[config.mk]
export PLATFORM = sky130hd
export DESIGN_NAME = data_sync_tx
export DESIGN_NICKNAME = d
export VERILOG_FILES = /design/src/rtl/dsync_pkg.sv /design/src/rtl/bit_sync.sv /design/src/rtl/data_sync_tx.sv
export SDC_FILE = /design/constraint.sdc
export NUM_CORES = 1
export LEC_CHECK = 0
export BUFFER_PORTS_ARGS = -buffer_cell sky130_fd_sc_hd__buf_2
export CAP_MARGIN = 15
export CORE_MARGIN = 1
export CORE_UTILIZATION = 39
export DETAILED_ROUTE_END_ITERATION = 10
export GPL_TIMING_DRIVEN = 0
export PLACE_DENSITY_LB_ADDON = 0.12
export SYNTH_ARGS = -nofsm -noshare
export SYNTH_HDL_FRONTEND = slang
export SYNTH_SLANG_ARGS = --single-unit
export TNS_END_PERCENT = 100
[constraint.sdc]
create_clock -name D_CLK -period 1.5 [get_ports D_CLK]
set_clock_uncertainty 0.2 [all_clocks]
set_input_delay 0.15 -clock D_CLK [delete_from_list [all_inputs] [get_ports D_CLK]]
set_output_delay 0.15 -clock D_CLK [all_outputs]
set_load 0.03 [all_outputs]
[src/rtl/dsync_pkg.sv]
// Shared definitions for the bus-synchronizer launch path.
// Contents: FSM state type and encoding width, default word width and
// default depth of the ack synchronizer.
package dsync_pkg;

  localparam int STATE_W        = 2;
  localparam int DEF_DATA_WIDTH = 8;
  localparam int DEF_N_STAGES   = 2;

  // Encoding is fixed so that 2'b11 is the one illegal value.
  typedef enum logic [STATE_W-1:0] {
    IDLE    = 2'b00,
    REQ     = 2'b01,
    RELEASE = 2'b10
  } dsync_state_e;

endpackage : dsync_pkg

[src/rtl/bit_sync.sv]
// Multi-flop level synchronizer for a single bit. It is also used on the
// destination side.
// Ports:
//   clk      - destination clock of the synchronized level
//   rst      - synchronous, active-high reset; clears every stage
//   async_in - level from another clock domain
//   sync_out - synchronized level, N_STAGES edges behind async_in
module bit_sync #(
  parameter int N_STAGES = 2
) (
  input  logic clk,
  input  logic rst,
  input  logic async_in,
  output logic sync_out
);

  logic [N_STAGES-1:0] sync_r;

  // Shift the incoming level through the synchronizer chain
  always_ff @(posedge clk) begin
    if (rst) begin
      sync_r <= {N_STAGES{1'b0}};
    end else begin
      sync_r <= {sync_r[N_STAGES-2:0], async_in};
    end
  end

  assign sync_out = sync_r[N_STAGES-1];

endmodule : bit_sync

[src/rtl/data_sync_tx.sv]
// Source-domain launcher for the bus synchronizer. It takes one word from
// a valid/ready producer, holds it on Unsync_bus and runs a 4-phase
// req/ack handshake through Unsync_enable and the returned ack level.
// Optional feature macro DSTX_TIMEOUT_EN: each handshake phase is bounded
// by TIMEOUT_CYCLES, and timeout_err is set (sticky) when a phase runs out.
// Ports:
//   D_CLK, D_RST  - source clock, synchronous active-high reset
//   src_data/src_valid/src_ready - producer interface
//   ack_async     - unsynchronized ack level from the destination
//   Unsync_bus    - held word toward the destination synchronizer
//   Unsync_enable - request level toward the destination synchronizer
//   busy          - handshake in progress
//   timeout_err   - sticky timeout flag (tied 0 without DSTX_TIMEOUT_EN)
module data_sync_tx
  import dsync_pkg::*;
#(
  parameter int DATA_WIDTH = DEF_DATA_WIDTH,
  parameter int N_STAGES   = DEF_N_STAGES
`ifdef DSTX_TIMEOUT_EN
  , parameter int TIMEOUT_CYCLES = 255
`endif
) (
  input  logic                  D_CLK,
  input  logic                  D_RST,
  input  logic [DATA_WIDTH-1:0] src_data,
  input  logic                  src_valid,
  output logic                  src_ready,
  input  logic                  ack_async,
  output logic [DATA_WIDTH-1:0] Unsync_bus,
  output logic                  Unsync_enable,
  output logic                  busy,
  output logic                  timeout_err
);

  dsync_state_e          state_r;
  dsync_state_e          nxt_state_s;
  logic [DATA_WIDTH-1:0] bus_r;
  logic                  en_r;
  logic                  en_nxt_s;
  logic                  load_s;
  logic                  ack_s;
  logic                  src_ready_s;
  logic                  accept_s;
  logic                  timeout_hit_s;

  bit_sync #(
    .N_STAGES (N_STAGES)
  ) u_ack_sync (
    .clk      (D_CLK),
    .rst      (D_RST),
    .async_in (ack_async),
    .sync_out (ack_s)
  );

  // A stale ack still high from a previous handshake blocks new launches.
  assign src_ready_s = (state_r == IDLE) && !ack_s && !D_RST;
  assign accept_s    = src_valid && src_ready_s;

  // State register plus the registered bus/enable outputs
  always_ff @(posedge D_CLK) begin
    if (D_RST) begin
      state_r <= IDLE;
      bus_r   <= {DATA_WIDTH{1'b0}};
      en_r    <= 1'b0;
    end else begin
      state_r <= nxt_state_s;
      en_r    <= en_nxt_s;
      if (load_s) begin
        bus_r <= src_data;
      end else begin
        bus_r <= bus_r;
      end
    end
  end

  // Next-state logic of the 4-phase handshake
  always_comb begin
    nxt_state_s = state_r;
    case (state_r)
      IDLE: begin
        if (accept_s) nxt_state_s = REQ;
        else          nxt_state_s = IDLE;
      end
      REQ: begin
        if (timeout_hit_s) nxt_state_s = IDLE;
        else if (ack_s)    nxt_state_s = RELEASE;
        else               nxt_state_s = REQ;
      end
      RELEASE: begin
        if (timeout_hit_s) nxt_state_s = IDLE;
        else if (!ack_s)   nxt_state_s = IDLE;
        else               nxt_state_s = RELEASE;
      end
      default: nxt_state_s = IDLE;
    endcase
  end

  // Output decode: request is high exactly while the next state is REQ
  always_comb begin
    en_nxt_s = 1'b0;
    load_s   = 1'b0;
    if (nxt_state_s == REQ) en_nxt_s = 1'b1;
    else                    en_nxt_s = 1'b0;
    if (accept_s) load_s = 1'b1;
    else          load_s = 1'b0;
  end

`ifdef DSTX_TIMEOUT_EN
  localparam int CNT_W = $clog2(TIMEOUT_CYCLES + 1);

  logic [CNT_W-1:0] cnt_r;
  logic             err_r;

  // Abort fires on the edge where the phase counter reaches TIMEOUT_CYCLES.
  assign timeout_hit_s = (state_r != IDLE) &&
                         (cnt_r == CNT_W'(TIMEOUT_CYCLES - 1));

  // Per-phase counter and sticky timeout flag
  always_ff @(posedge D_CLK) begin
    if (D_RST) begin
      cnt_r <= {CNT_W{1'b0}};
      err_r <= 1'b0;
    end else begin
      if (nxt_state_s != state_r) begin
        cnt_r <= {CNT_W{1'b0}};
      end else if (state_r != IDLE) begin
        cnt_r <= cnt_r + 1'b1;
      end else begin
        cnt_r <= {CNT_W{1'b0}};
      end
      if (timeout_hit_s) begin
        err_r <= 1'b1;
      end else begin
        err_r <= err_r;
      end
    end
  end

  assign timeout_err = err_r;
`else
  assign timeout_hit_s = 1'b0;
  assign timeout_err   = 1'b0;
`endif

  assign src_ready     = src_ready_s;
  assign Unsync_bus    = bus_r;
  assign Unsync_enable = en_r;
  assign busy          = (state_r != IDLE);

endmodule : data_sync_tx

==> out/qor.txt, run 1 <==
Post-Route WL - 1.12 mm
Crit Path Max Fanout - 2
Netlist cell types - 17
setup_tns - -0.0368 ns
commonest non-fill, non-tap cell in the layout - buf_2
fmax - 651 MHz
Max IR drop VDD - 599 uV
Synth top area share - 48.0%
Rows - 13
leak pwr - 0.368 nW
ANT nets after route - 0
R2R depth - 5
DIE AREA - 1540 um2
DRT iter0 DRCs - 2
# H-tree levels - 1
worst slack at placement - -0.0899 ns
FF-to-FF End - Unsync_bus[5]
first-pass GRT wire length - 1.69 mm
Setup crit end kind - primary output
post-synth top area cell - dfxtp_1
DRC Markers - 0
crit path kind - reg -> out
Pins Over Slew Limit - 0
hold-critical path endpoint - Unsync_bus[0]
Startpoint Class - flop
Tmin final - 1.54 ns
vias in the first global route - 425
Total GRT Usage - 17.0%
reg2reg setup slack - 0.01 ns
clk buf depth - 2
syn nets - 64
vias per std cell - 4.69
PortBufs - 21
initial antenna violation count - 0
Total Nets Final - 102
Mapped Avg Cell Area - 10.4 um2
Final GP Congestion - 0.581
placed inst area - 667 um2
crit path cell chain - nor4_4 -> buf_6 -> buf_6
Worst Hold Depth - 3
Crit path top cell by count - buf_6
CTS root buffer - clkbuf_4
slowest stage delay, CP - 0.36 ns
violated checks - negative setup slack
final worst-path cycle share - 102%
Final Hold Viols - 0
status - finished with violations
drt wl/cell - 10.8 um
fin area - 822 um2
Core Region - 1300 um2
HP Start - src_valid
slowest cell on the critical path - dfxtp_4
# fillers - 121
max cap viols - 0
final worst slack - -0.0368 ns
total iterations of the first detailed-routing run - 3
layout cells sized above 1 - 38.2%
Die X - 39.3 um
initial core utilization - 41.6%
Clock Latency Late Sink - 0.27 ns
cts bufs inserted - 3
overall power - 0.782 mW
antenna diode count - 0
Final setup viols - 1
Sinks on Clock Net - 13
clk slew on worst S/H paths - 0.08 ns
IO Pins - 24
Area contributors post-synth - dfxtp_1, a31o_1, nand2b_1
RSZ-0062 raised after global routing - true
CTS tree - built
most frequent cells in the layout - buf_2, dfxtp_1, dlygate4sd3_1
FF+latch count, synth - 13
Post-Synthesis Cells - 52
worst r2r src - state_r[0]
crit path DAT - 1.19 ns
synthesis-to-layout area growth - 51.7%
via count - 488
Yosys warnings - 0
Post-Syn Area - 542 um2
Seq/Total Area, Yosys - 48.0%
Die H - 39.3 um
power density over cell area - 951 nW/um2
largest net degree at the start of global routing - 11
worst endpoint required time - 1.15 ns
total grt overflow - 0
hold crit path type - in -> reg
-- state kept, by name, summed over array words and instances (netlist names) --
name	count
Unsync_bus	8
Unsync_enable	1
state_r	2
u_ack_sync.sync_r	2
-- layout make-up --
| cell class | instances | area (um2) | area share, % |
|---|---|---|---|
| Tap cell | 15 | 18.8 | 2.28 |
| Clock inverter | 1 | 5.00 | 0.609 |
| Multi-Input combinational cell | 34 | 240 | 29.2 |
| Clock buffer | 3 | 22.5 | 2.74 |
| Timing Repair Buffer | 33 | 230 | 28.0 |
| Sequential cell | 13 | 264 | 32.1 |
| Buffer | 5 | 41.3 | 5.02 |
-- synth_stat cells, drive strengths merged --
library cell	number
nor4	3
clkbuf	2
or2	1
dfxtp	13
xnor2	1
nand2b	8
nor2b	2
conb	1
buf	3
a21oi	8
a31o	8
nor3b	1
nor2	1
-- logic make-up after synthesis --
group,count (synthesis),share of synthesized area [%]
compound gates,16,21.0
other cells,1,0.692
simple gates,16,21.0
xor+xnor,1,1.62
flops,13,48.0
buf+inv,5,7.62
-- worst max-delay path by stage --
stage / from / end / slack, ns / depth (start not counted)
after floorplan: state_r[0] / Unsync_bus[5] / 0.005 / 4
after detailed placement: state_r[0] / src_ready / -0.09 / 3
after global routing: state_r[0] / src_ready / -0.11 / 3
after global placement: state_r[0] / src_ready / -0.11 / 3
final: state_r[0] / src_ready / -0.04 / 3
after CTS: state_r[0] / src_ready / -0.06 / 3
-- power breakdown --
group	leakage [nW]	internal (mW)	switching [mW]
Sequential	0.108	0.367	0.0113
Clock	0.0177	0.0986	0.113
Combinational	0.243	0.0895	0.102
Total	0.368	0.556	0.226
-- routing by layer --
layer | global-route usage [%] | vias to the layer above | share of wire [%]
met5 | 0 | - | 0
met4 | 12.9 | 0 | 0.89
met3 | 3.41 | 2 | 4.8
met2 | 26.7 | 16 | 48
met1 | 20.1 | 213 | 46
li1 | - | 257 | -
-- worst max-delay path, delay by kind of cell (launching register included) --
| kind | cells | cell delay [ns] |
|---|---|---|
| buf+inv | 2 | 0.27 |
| flops | 1 | 0.36 |
| simple gates | 1 | 0.30 |
-- repair_timing --
| item | in CTS | in global routing |
|---|---|---|
| resized for setup | 3 | 3 |
| setup buffers | 3 | 0 |
| endpoints found under the setup margin | 2 | 10 |
| endpoints found under the hold margin | 9 | 0 |
| hold buffers | 9 | 0 |
| pin swaps | 1 | 1 |
-- stage by stage --
| stage | hold slack (ns) | utilization [%] | std cells |
|---|---|---|---|
| final | 0.169 | 63.2 | 104 |
| after global routing | 0.196 | 63.2 | 104 |
| after CTS | 0.161 | 62.7 | 104 |
| after detailed placement | 0.167 | 51.2 | 88 |
| after global placement | 0.159 | 51.2 | 88 |
| after floorplan | 0.0782 | - | 52 |
(Power assumes the default switching activity.)
==> run 2: changes to the inputs <==
Settings changed: SKIP_CTS_REPAIR_TIMING from default to 1.
==> run 2 against run 1 <==
Effect of this change:
- critical path type unchanged
- the run still ends with negative setup slack left
- wire length rose by 1.1%
- critical path depth rose by 1
- global-route usage decreased by 1.7 points
==> out/qor.txt, run 2 (synthesis gave the netlist of run 1 again) <==
largest net degree at the start of global routing - 11 (unchanged)
violated checks - negative setup slack (unchanged)
synthesis-to-layout area growth - 55.0% (was 51.7%)
CP Launch Point - state_r[0] (unchanged)
slowest cell on the critical path - dfxtp_2 (was dfxtp_4)
Pins Over Slew Limit - 0 (unchanged)
CTS tree - built (unchanged)
CTS root buffer - clkbuf_4 (unchanged)
first-pass GRT wire length - 1.52 mm (was 1.69 mm)
# H-tree levels - 1 (unchanged)
most frequent cells in the layout - buf_2, dfxtp_1, dlygate4sd3_1 (unchanged)
total iterations of the first detailed-routing run - 3 (unchanged)
Max IR drop VDD - 629 uV (was 599 uV)
crit path kind - reg -> out (unchanged)
met3 usage - 3.41% (unchanged)
Placed Instances - 88 (unchanged)
PortBufs - 21 (unchanged)
max reg flops - 8 (unchanged)
Final Hold Viols - 0 (unchanged)
DIE AREA - 1540 um2 (unchanged)
final worst slack - -0.163 ns (was -0.0368 ns)
Layout Cells excl Fill - 107 (was 104)
Total Nets Final - 105 (was 102)
Crit Path Max Fanout - 6 (was 2)
Rows - 13 (unchanged)
layout cells sized above 1 - 40.2% (was 38.2%)
crit path cell chain - nor4_4 -> buf_4 -> buf_8 -> buf_6 (was nor4_4 -> buf_6 -> buf_6)
fin area - 840 um2 (was 822 um2)
via count - 503 (was 488)
post-layout util - 64.5% (was 63.2%)
slowest stage delay, CP - 0.35 ns (was 0.36 ns)
final worst-path cycle share - 111% (was 102%)
initial antenna violation count - 0 (unchanged)
Die X - 39.3 um (unchanged)
FF-to-FF End - Unsync_bus[5] (unchanged)
Tmin final - 1.66 ns (was 1.54 ns)
Setup crit end kind - primary output (unchanged)
worst endpoint required time - 1.15 ns (about the same)
R2R depth - 6 (was 5)
met1 usage - 19.8% (was 20.1%)
antenna diode count - 0 (unchanged)
crit path DAT - 1.31 ns (was 1.19 ns)
DRC Markers - 0 (unchanged)
Final GP Congestion - 0.581 (unchanged)
cts bufs inserted - 3 (unchanged)
Startpoint Class - flop (unchanged)
grt met2 use - 21.3% (was 26.7%)
Clock Latency Late Sink - 0.27 ns (about the same)
Sinks on Clock Net - 13 (unchanged)
leak pwr - 0.383 nW (was 0.368 nW)
Final setup viols - 2 (was 1)
hold crit path type - in -> reg (unchanged)
drt wl/cell - 10.6 um (was 10.8 um)
vias per std cell - 4.70 (was 4.69)
Worst Hold Depth - 3 (unchanged)
ANT nets after route - 0 (unchanged)
clk buf depth - 2 (unchanged)
gr busiest metal - met2 (unchanged)
reg2reg setup slack - -0.08 ns (was 0.01 ns)
crit path to - src_ready (unchanged)
clk slew on worst S/H paths - 0.08 ns (about the same)
worst r2r src - state_r[0] (unchanged)
power density over cell area - 946 nW/um2 (was 951 nW/um2)
commonest non-fill, non-tap cell in the layout - buf_2 (unchanged)
Post-Route WL - 1.13 mm (was 1.12 mm)
initial core utilization - 41.6% (unchanged)
status - finished with violations (unchanged)
fmax - 601 MHz (was 651 MHz)
RSZ-0062 raised after global routing - true (unchanged)
Die H - 39.3 um (unchanged)
IO Pins - 24 (unchanged)
Core Region - 1300 um2 (unchanged)
overall power - 0.794 mW (was 0.782 mW)
Total GRT Usage - 15.4% (was 17.0%)
placed inst area - 667 um2 (unchanged)
vias in the first global route - 376 (was 425)
total grt overflow - 0 (unchanged)
max cap viols - 0 (unchanged)
DRT iter0 DRCs - 3 (was 2)
[run 2: cell types whose count changed in the layout (fill, tap and decap cells not counted), sizes merged]
| cell | delta |
|---|---|
| buf | +3 |
[run 2: worst min path at each step]
stage                    from  slack [ns]                    to
floorplan           ack_async        0.08  u_ack_sync.sync_r[0]
global placement    ack_async        0.16  u_ack_sync.sync_r[0]
detailed placement  ack_async        0.17  u_ack_sync.sync_r[0]
CTS                 ack_async       -0.13  u_ack_sync.sync_r[0]
global route            D_RST        0.19         Unsync_bus[6]
finish              src_valid        0.17         Unsync_bus[0]
[run 2: area by class of cell]
cell class	count	area, um2
multi-input cells	34	240
plain buffers	5	45.0
flip-flops and latches	13	262
clock inverters	1	5.00
repair buffers	36	246
clock buffers	3	22.5
well taps	15	18.8
fillers	119	462
[run 2: critical path, delay by kind of cell, from the launching register on]
family | cells | cell delay [ns]
flip-flops | 1 | 0.35
AND/OR/NAND/NOR | 1 | 0.26
buffers and inverters | 3 | 0.43
[run 2: per-layer routing]
layer	part of all wire, %	up-vias
met2	44	16
met5	0	-
li1	-	261
met4	0.88	0
met3	5.1	2
met1	50	224
[run 2: report_power, final]
| group | total (mW) | switching [mW] | internal (mW) |
|---|---|---|---|
| Combinational | 0.199 | 0.103 | 0.0961 |
| Clock | 0.214 | 0.115 | 0.0987 |
| Sequential | 0.381 | 0.0125 | 0.368 |
[run 2: per-stage QoR]
| stage | setup TNS (ns) | hold slack, ns | setup WS (ns) |
|---|---|---|---|
| after detailed placement | -0.173 | 0.167 | -0.0899 |
| after CTS | -0.495 | -0.127 | -0.403 |
| final | -0.244 | 0.166 | -0.163 |
| after global routing | -0.469 | 0.192 | -0.218 |
| after global placement | -0.197 | 0.159 | -0.105 |
| after floorplan | 0 | 0.0782 | 0.00500 |
